**src/rtl/function_unit_pkg.sv**
```systemverilog
// Shared constants and helpers for the FunctionUnit command sequencer.
package function_unit_pkg;

    localparam int DATA_W  = 48;
    localparam int HDR_LEN = 9;

    // Target register codes as presented on reqN_sel.
    typedef enum logic [1:0] {
        SEL_A   = 2'd0,
        SEL_B   = 2'd1,
        SEL_C   = 2'd2,
        SEL_INV = 2'd3
    } sel_e;

    typedef enum logic [1:0] {
        ST_IDLE,
        ST_HEADER,
        ST_PAYLOAD,
        ST_GAP
    } state_e;

    // "setValue", first character in the most significant byte.
    localparam logic [63:0] HDR_PREFIX = 64'h73657456_616C7565;
    localparam logic [7:0]  LETTER_A   = 8'h41;
    localparam logic [7:0]  LETTER_B   = 8'h42;
    localparam logic [7:0]  LETTER_C   = 8'h43;

    function automatic logic [7:0] sel_letter(input sel_e sel);
        case (sel)
            SEL_A:   return LETTER_A;
            SEL_B:   return LETTER_B;
            SEL_C:   return LETTER_C;
            default: return 8'h00;
        endcase
    endfunction

    // Number of value bytes sent for each target.
    function automatic logic [3:0] payload_len(input sel_e sel);
        case (sel)
            SEL_A:   return 4'd1;
            SEL_B:   return 4'd4;
            SEL_C:   return 4'd6;
            default: return 4'd0;
        endcase
    endfunction

    // Header byte at position idx: eight prefix characters, then the target letter.
    function automatic logic [7:0] hdr_byte(input logic [3:0] idx, input sel_e sel);
        logic [63:0] shifted;
        shifted = HDR_PREFIX << {idx[2:0], 3'b000};
        return (idx < 4'd8) ? shifted[63:56] : sel_letter(sel);
    endfunction

endpackage

```
**src/rtl/function_unit_rr_arb.sv**
```systemverilog
// Two-way round-robin arbiter; the pointer favours the requester not granted last.
module function_unit_rr_arb (
    input  logic       clk,
    input  logic       reset,
    input  logic [1:0] valid,
    input  logic       accept,
    output logic [1:0] grant
);

    logic ptr_q;  // 1: favour requester 1 when both are valid
    logic ptr_d;

    // Grant selection and pointer update on an accepted grant.
    always_comb begin
        grant = valid;
        if (valid == 2'b11) begin
            grant = ptr_q ? 2'b10 : 2'b01;
        end
        ptr_d = ptr_q;
        if (accept && (grant != 2'b00)) begin
            ptr_d = grant[0];
        end
    end

    // Pointer register; reset favours requester 0.
    always_ff @(posedge clk or negedge reset) begin
        if (!reset) begin
            ptr_q <= 1'b0;
        end else begin
            ptr_q <= ptr_d;
        end
    end

endmodule

```
**src/rtl/function_unit_cmd_sequencer.sv**
```systemverilog
// Serialises register-write requests from two requesters into FunctionUnit byte frames.
module function_unit_cmd_sequencer
    import function_unit_pkg::*;
#(
    parameter int GAP_CYCLES = 0  // 0..16 extra idle cycles after each frame
) (
    input  logic              clk,
    input  logic              reset,
    input  logic              req0_valid,
    output logic              req0_ready,
    input  logic [1:0]        req0_sel,
    input  logic [DATA_W-1:0] req0_data,
    input  logic              req1_valid,
    output logic              req1_ready,
    input  logic [1:0]        req1_sel,
    input  logic [DATA_W-1:0] req1_data,
    output logic              io_cmd_valid,
    output logic [7:0]        io_cmd_payload,
    output logic              busy,
    output logic              err_sel
);

    localparam int          GAP_LAST_I = (GAP_CYCLES > 0) ? GAP_CYCLES - 1 : 0;
    localparam logic [3:0]  GAP_LAST   = GAP_LAST_I[3:0];
    localparam logic [3:0]  HDR_LAST   = 4'(HDR_LEN - 1);
    localparam state_e      POST_FRAME = (GAP_CYCLES > 0) ? ST_GAP : ST_IDLE;

    state_e              state_q, state_d;
    logic [3:0]          cnt_q, cnt_d;
    sel_e                sel_q, sel_d;
    logic [DATA_W-1:0]   data_q, data_d;
    logic [DATA_W-1:0]   data_shifted;
    logic [1:0]          grant;
    logic                accept_en;
    sel_e                sel_in;

    // Grants are only honoured in IDLE and never while reset is held.
    assign accept_en  = reset && (state_q == ST_IDLE);
    assign req0_ready = accept_en && grant[0];
    assign req1_ready = accept_en && grant[1];
    assign busy       = (state_q != ST_IDLE);

    function_unit_rr_arb u_arb (
        .clk    (clk),
        .reset  (reset),
        .valid  ({req1_valid, req0_valid}),
        .accept (accept_en),
        .grant  (grant)
    );

    // Next-state, counter, shadow capture and byte mux.
    always_comb begin
        // NOTE: every output and next-state variable gets a default here, so no
        // branch of the case below can leave one unassigned and infer a latch.
        state_d        = state_q;
        cnt_d          = cnt_q + 4'd1;
        sel_d          = sel_q;
        data_d         = data_q;
        io_cmd_valid   = 1'b0;
        io_cmd_payload = 8'h00;
        err_sel        = 1'b0;
        sel_in         = grant[1] ? sel_e'(req1_sel) : sel_e'(req0_sel);
        data_shifted   = data_q >> {cnt_q, 3'b000};

        unique case (state_q)
            ST_IDLE: begin
                cnt_d = 4'd0;
                if (accept_en && (grant != 2'b00)) begin
                    sel_d  = sel_in;
                    data_d = grant[1] ? req1_data : req0_data;
                    if (sel_in == SEL_INV) begin
                        err_sel = 1'b1;
                        state_d = POST_FRAME;
                    end else begin
                        state_d = ST_HEADER;
                    end
                end
            end
            ST_HEADER: begin
                io_cmd_valid   = 1'b1;
                io_cmd_payload = hdr_byte(cnt_q, sel_q);
                if (cnt_q == HDR_LAST) begin
                    cnt_d   = 4'd0;
                    state_d = ST_PAYLOAD;
                end
            end
            ST_PAYLOAD: begin
                io_cmd_valid   = 1'b1;
                io_cmd_payload = data_shifted[7:0];
                if (cnt_q == payload_len(sel_q) - 4'd1) begin
                    cnt_d   = 4'd0;
                    state_d = POST_FRAME;
                end
            end
            ST_GAP: begin
                if (cnt_q == GAP_LAST) begin
                    cnt_d   = 4'd0;
                    state_d = ST_IDLE;
                end
            end
            default: begin
                cnt_d   = 4'd0;
                state_d = ST_IDLE;
            end
        endcase
    end

    // State, counter and shadow registers; reset aborts any frame in flight.
    always_ff @(posedge clk or negedge reset) begin
        if (!reset) begin
            state_q <= ST_IDLE;
            cnt_q   <= 4'd0;
            sel_q   <= SEL_A;
            data_q  <= '0;
        end else begin
            // NOTE: non-blocking updates so every flop samples the values from
            // before this edge, independent of statement order.
            state_q <= state_d;
            cnt_q   <= cnt_d;
            sel_q   <= sel_d;
            data_q  <= data_d;
        end
    end

endmodule

```
**config.mk**
```make
export PLATFORM = sky130hd
export DESIGN_NAME = function_unit_cmd_sequencer
export DESIGN_NICKNAME = d
export VERILOG_FILES = /design/src/rtl/function_unit_pkg.sv /design/src/rtl/function_unit_rr_arb.sv /design/src/rtl/function_unit_cmd_sequencer.sv
export SDC_FILE = /design/constraint.sdc
export NUM_CORES = 1
export LEC_CHECK = 0
export BUFFER_PORTS_ARGS = -buffer_cell sky130_fd_sc_hd__buf_4
export CORE_UTILIZATION = 56
export CTS_BUF_LIST = sky130_fd_sc_hd__clkbuf_8
export DETAILED_ROUTE_END_ITERATION = 6
export PLACE_DENSITY_LB_ADDON = 0.05
export SLEW_MARGIN = 20
export SYNTH_ARGS = -nofsm -noshare
export SYNTH_HDL_FRONTEND = slang
export SYNTH_HIERARCHICAL = 1
export SYNTH_SLANG_ARGS = --single-unit
```
**constraint.sdc**
```tcl
create_clock -name clk -period 4.9 [get_ports clk]
set_input_delay 0.245 -clock clk [delete_from_list [all_inputs] [get_ports clk]]
set_output_delay 0.245 -clock clk [all_outputs]
set_load 0.01 [all_outputs]
```
; After elaboration in Yosys (flattened, before gate mapping)
; Cells that the tools add are included.
[totals]
reg_bits = 57
output_inout_bits = 13
inputBits = 104
[classes]
addsub = 2
shift = 2
reduce_logical = 12
muxes = 23
eq_ne = 13
magnitude_cmp = 1
[ops]
columns = cell, n
row1 = $shl A63 B6 Y64 const A, 1
row2 = $mux W48, 1
row3 = $shr A48 B7 Y8, 1
row4 = $pmux W7 S3, 1
row5 = $mux W4, 4
row6 = $pmux W4 S4, 1
row7 = $pmux W8 S2, 1
row8 = $mux W2, 7
row9 = $eq A2 B2 Y1 const B, 5
row10 = $pmux W3 S3, 1
row11 = $mux W8, 1
row12 = $pmux W2 S4, 1
row13 = $ne A2 B2 Y1 const B, 3
row14 = $mux W1, 5
row15 = $add A4 B1 Y4 const B, 1
row16 = $eq A2 B1 Y1 const B, 2
row17 = $eq A4 B4 Y1, 1
row18 = $eq A4 B4 Y1 const B, 1
row19 = $logic_and A1 B1 Y1, 4
row20 = $logic_not A2 Y1, 2
row21 = $logic_not A4 Y1, 1
row22 = $lt A4 B4 Y1 const B, 1
row23 = $reduce_and A4 Y1, 1
row24 = $reduce_bool A2 Y1, 2
row25 = other kinds (4), 4

; Longest topological paths before layout
[logic_depth]
word_depth = 7
ltp_mapped = 9
ltp_nobuf = 6

; Cells and area by module
; Netlist, hierarchy kept.
[modules_own_cells]
columns = mod, cells_each, area_per_inst_um2, instances
row1 = function_unit_cmd_sequencer, 340, 3403.3, 1
row2 = function_unit_rr_arb, 6, 55.1, 1

; Worst setup path after synthesis
; No wires, ideal clock.
[synth_timing]
kind = register to output
startpoint = register cnt_q[0]
endpoint = output io_cmd_payload[1]
t_required_ns = 4.655
path_slack_ns = 2.993
arrival_ns = 1.662
stages_incl_launch_ff = 8
path_buffers = 2
cell_sequence = dfrtp_1 > buf_6 > buf_2 > inv_1 > ha_1 > nor3_1 > a21oi_1 > o22ai_1
[synth_between]
elab_chain_cells = 3
elab_cells_between_ends = 5
cone_classes = order compare (1) / shift (2) / mux (2)
[synth_rtl]
columns = element, line_no
row1 = from (decl), function_unit_cmd_sequencer.sv:29  ; logic [3:0] cnt_q, cnt_d;
row2 = from (signal assigned), function_unit_cmd_sequencer.sv:119  ; cnt_q <= cnt_d;
row3 = $shl A63 B6 Y64 / $lt A4 B4 Y1 (equally long branches), "function_unit_pkg.sv:50, function_unit_pkg.sv:51"
row4 = $mux W8, function_unit_pkg.sv:51  ; return (idx < 4'd8) ? shifted[63:56] : sel_letter(sel);
row5 = $pmux W8 S2 *, function_unit_cmd_sequencer.sv:65  ; unique case (state_q)
row6 = to (decl), function_unit_cmd_sequencer.sv:18  ; output logic [7:0] io_cmd_payload,
; Mark *: on every way between the ends. The rest lies on a longest branch, timed or not.

; Final worst setup path
[layout_timing]
startpoint = register cnt_q[0]
endpoint = output io_cmd_payload[6]
; The elaborated chain is that of the path after synthesis.

==> results.md <==
- DP Worst Slack: 2380 ps
- WP depth: 4
- Crit path max fanout: 25
- R2R setup slack: between 2000 and 3000 ps
- Startpoint Class: register
- Leakage: about 0.0022 uW
- First-pass GRT wire length: 13900 um
- Detailed Place HPWL: 6070 um
- Diodes inserted: 0
- Hold Startpoint: req1_valid
- Max incr delay on CP: approximately 990 ps
- Placed Cells: between 500 and 600
- Critical R2R Launch: state_q[0]$_DFFE_PN0P_
- RR Endpoint: data_q[27]$_DFFE_PN0P_
- Run status: finished clean
- Die Span X: 80.6 um
- Slew HR: between 30% and 40%
- Setup TNS: 0 ps
- Critical path buffers and inverters: 1
- Core ar.: 0.00596 mm2
- Smallest setup slack after layout: just over 2000 ps
- Synth warnings: 6
- Final setup viols: 0
- FILL cells: around 440
- Die height: 80.6 um
- CP endpoint: io_cmd_payload[6]
- Antenna violations before repair: 0
- Clock Skew: 4.67 ps
- Power per cell area: 489 mW/mm2
- Drt pass-1 iters: 4
- Clock slew at the register clock pins of the worst setup and hold paths: approximately 70 ps
- Maxcap violations: 0
- Critical path's top delay family: flip-flops
- Port Buf Inserts: 116
- Placer Congestion: 0.883
- Sequential area share after synthesis: 41.2%
- Worst skew pair latency: 330 ps
- Crit-path cells: mux4_1 -> a221oi_1 -> nor2_1 -> buf_4
- Cell Rows: 28
- Crit path kind: register to output pin
- Clock root cell: clkbuf_8
- # DRC: 0
- Avg WL per Cell: 16.0 um
- Min-delay worst type: input pin to register
- Peak supply drop: 0.000300 V
- Vias in the first global route: 2983
- CTS buffer count: 9
- Largest net degree at the start of global routing: 84
- Fmax: approximately 0.35 GHz
- Starting density of the core: 58.1%
- Synth Register Bits: 57
- CTS tree: built
- Final hold viol count: 0
- Shortest period the worst path allows: 2890 ps
- Vias/cell: 5.64
- Cell depth of the worst flop-to-flop path: 6
- WL final: 8480 um
- Worst EP required: around 4700 ps
- Gate Count Post-Synth: 346
- Final cell count without fillers: 530
- Final net count: ~570
- Fin util: 77.0%
- Max Slew Vio Count: 0
- Period utilization: 59.0%
- # clock sinks: 57
- Critical Path Start: cnt_q[0]$_DFF_PN0_
- Worst-Margin Slew: 987 ps
- Layout area overhead: 32.6%
- Grt ovf: 0
- Die area: 0.00649 mm2
- Post-synthesis cell area: 0.00346 mm2
- Aggregate global-route resource usage: 29.4%
- Routed Antenna Nets: 0
- CP max stage cell: dfrtp_1
- Syn Area/Cell: 10.0 um2
- Crit path capture type: output pin
- Post-CTS Resized: 0
- Distinct cells, synth: between 40 and 50
- Layout cells sized above 1: 31.6%
- Clock H-tree levels: 3
- Unrepaired setup endpoints after global routing: no
- Clock Path Buffers: 2
- Worst path arrival time: between 2000 and 3000 ps
- Syn nets: roughly 470
- I/O pins: 117
- Initial DRC Count: 161
- Via count: 2991
==> stage by stage <==
stage	power, uW	hold WS [ps]	cell area [um2]
5_1_grt	2400	122	4580
4_1_cts	2250	103	4580
6_report	2240	117	4580
2_1_floorplan	1400	-50.6	3460
3_5_place_dp	1690	353	4330
3_3_place_gp	1660	343	4330
==> layer usage <==
layer	part of all wire, %	up-vias	global-route usage (%)	wire [um]
li1	-	1442	-	-
met1	40	1420	34.8	3400
met2	52	113	50.3	4380
met3	6.2	16	8.30	526
met5	0	-	0	0
met4	2.1	0	11.1	176
==> sequential cells by signal, indices dropped and copies added, names as in the netlist <==
name / cells
sel_q: 2
u_arb/ptr_q: 1
cnt_q: 4
data_q: 48
state_q: 2
==> where the power goes <==
part,internal [uW],switching [uW]
clock,349,187
combinational,415,443
sequential,677,169
total,1440,799
==> cell usage after synthesis, drive strengths merged <==
library cell  count  share of area [%]
ha               15                5.4
or3               1               0.18
o32ai             1               0.25
o2bb2ai           2               0.51
nand3             1               0.14
dfrtp            57                 41
a21oi             9                1.3
clkbuf            6               0.65
mux2              6                2.0
xor2              2               0.72
nor2b             6                1.1
a31oi             2               0.36
a21boi            2               0.43
o22ai             1               0.18
a221oi            4                1.2
a32oi             1               0.25
o21ai            54                7.8
a22oi             5                1.1
o2111ai           2               0.51
o21a              1               0.22
and3              2               0.36
nor3              5               0.72
buf              20                3.1
mux2i            52                 15
xnor2             3               0.76
nor3b             1               0.22
nand2b            2               0.36
nand2            52                5.6
o211ai            2               0.43
mux4              6                4.6
nor2              8               0.87
a211oi            1               0.22
o32a              1               0.29
a41o              1               0.29
o221a             1               0.33
and2              1               0.18
inv              10                1.1
==> how the worst min path moves through the flow <==
stage / end / slack (ps) / cells after the start
floorplan: cnt_q[0]$_DFF_PN0_ / -50 / 0
finish: u_arb/ptr_q$_DFFE_PN0P_ / 120 / 2
CTS: u_arb/ptr_q$_DFFE_PN0P_ / 100 / 2
global placement: u_arb/ptr_q$_DFFE_PN0P_ / 340 / 1
detailed placement: u_arb/ptr_q$_DFFE_PN0P_ / 350 / 1
global route: u_arb/ptr_q$_DFFE_PN0P_ / 120 / 2
==> what timing repair did <==
item,CTS,global route
hold buffers,1,0
setup buffers,0,0
endpoints found under the setup margin,0,0
endpoints found under the hold margin,57,0
==> kinds of logic after synthesis <==
group,share of synthesized area (%)
fa+ha+maj,5.43
xor+xnor,1.48
flops,41.2
mux,21.6
buf+inv,4.85
compound gates,15.7
simple gates,9.77
==> final cells by class <==
type,instances,area (um2),share of cell area (%)
well taps,75,93.8,2.05
clock buffers,10,138,3.00
repair buffers,119,896,19.5
clock inverters,6,106,2.32
flip-flops and latches,57,1430,31.1
inverters,10,37.5,0.819
multi-input cells,253,1890,41.2
==> placed cells by master, fill, tap and decap left out, types with 5 or more instances in the layout <==
cell type / n
mux2_2: 6
a22oi_1: 5
nand2_1: 52
dfrtp_1: 57
mux4_1: 6
o21ai_0: 53
inv_1: 11
nor2_1: 8
mux2i_1: 52
buf_4: 118
clkbuf_8: 10
nor3_1: 5
a21oi_1: 9
nor2b_1: 6
ha_1: 15
Power figures use the tool's default switching activity.
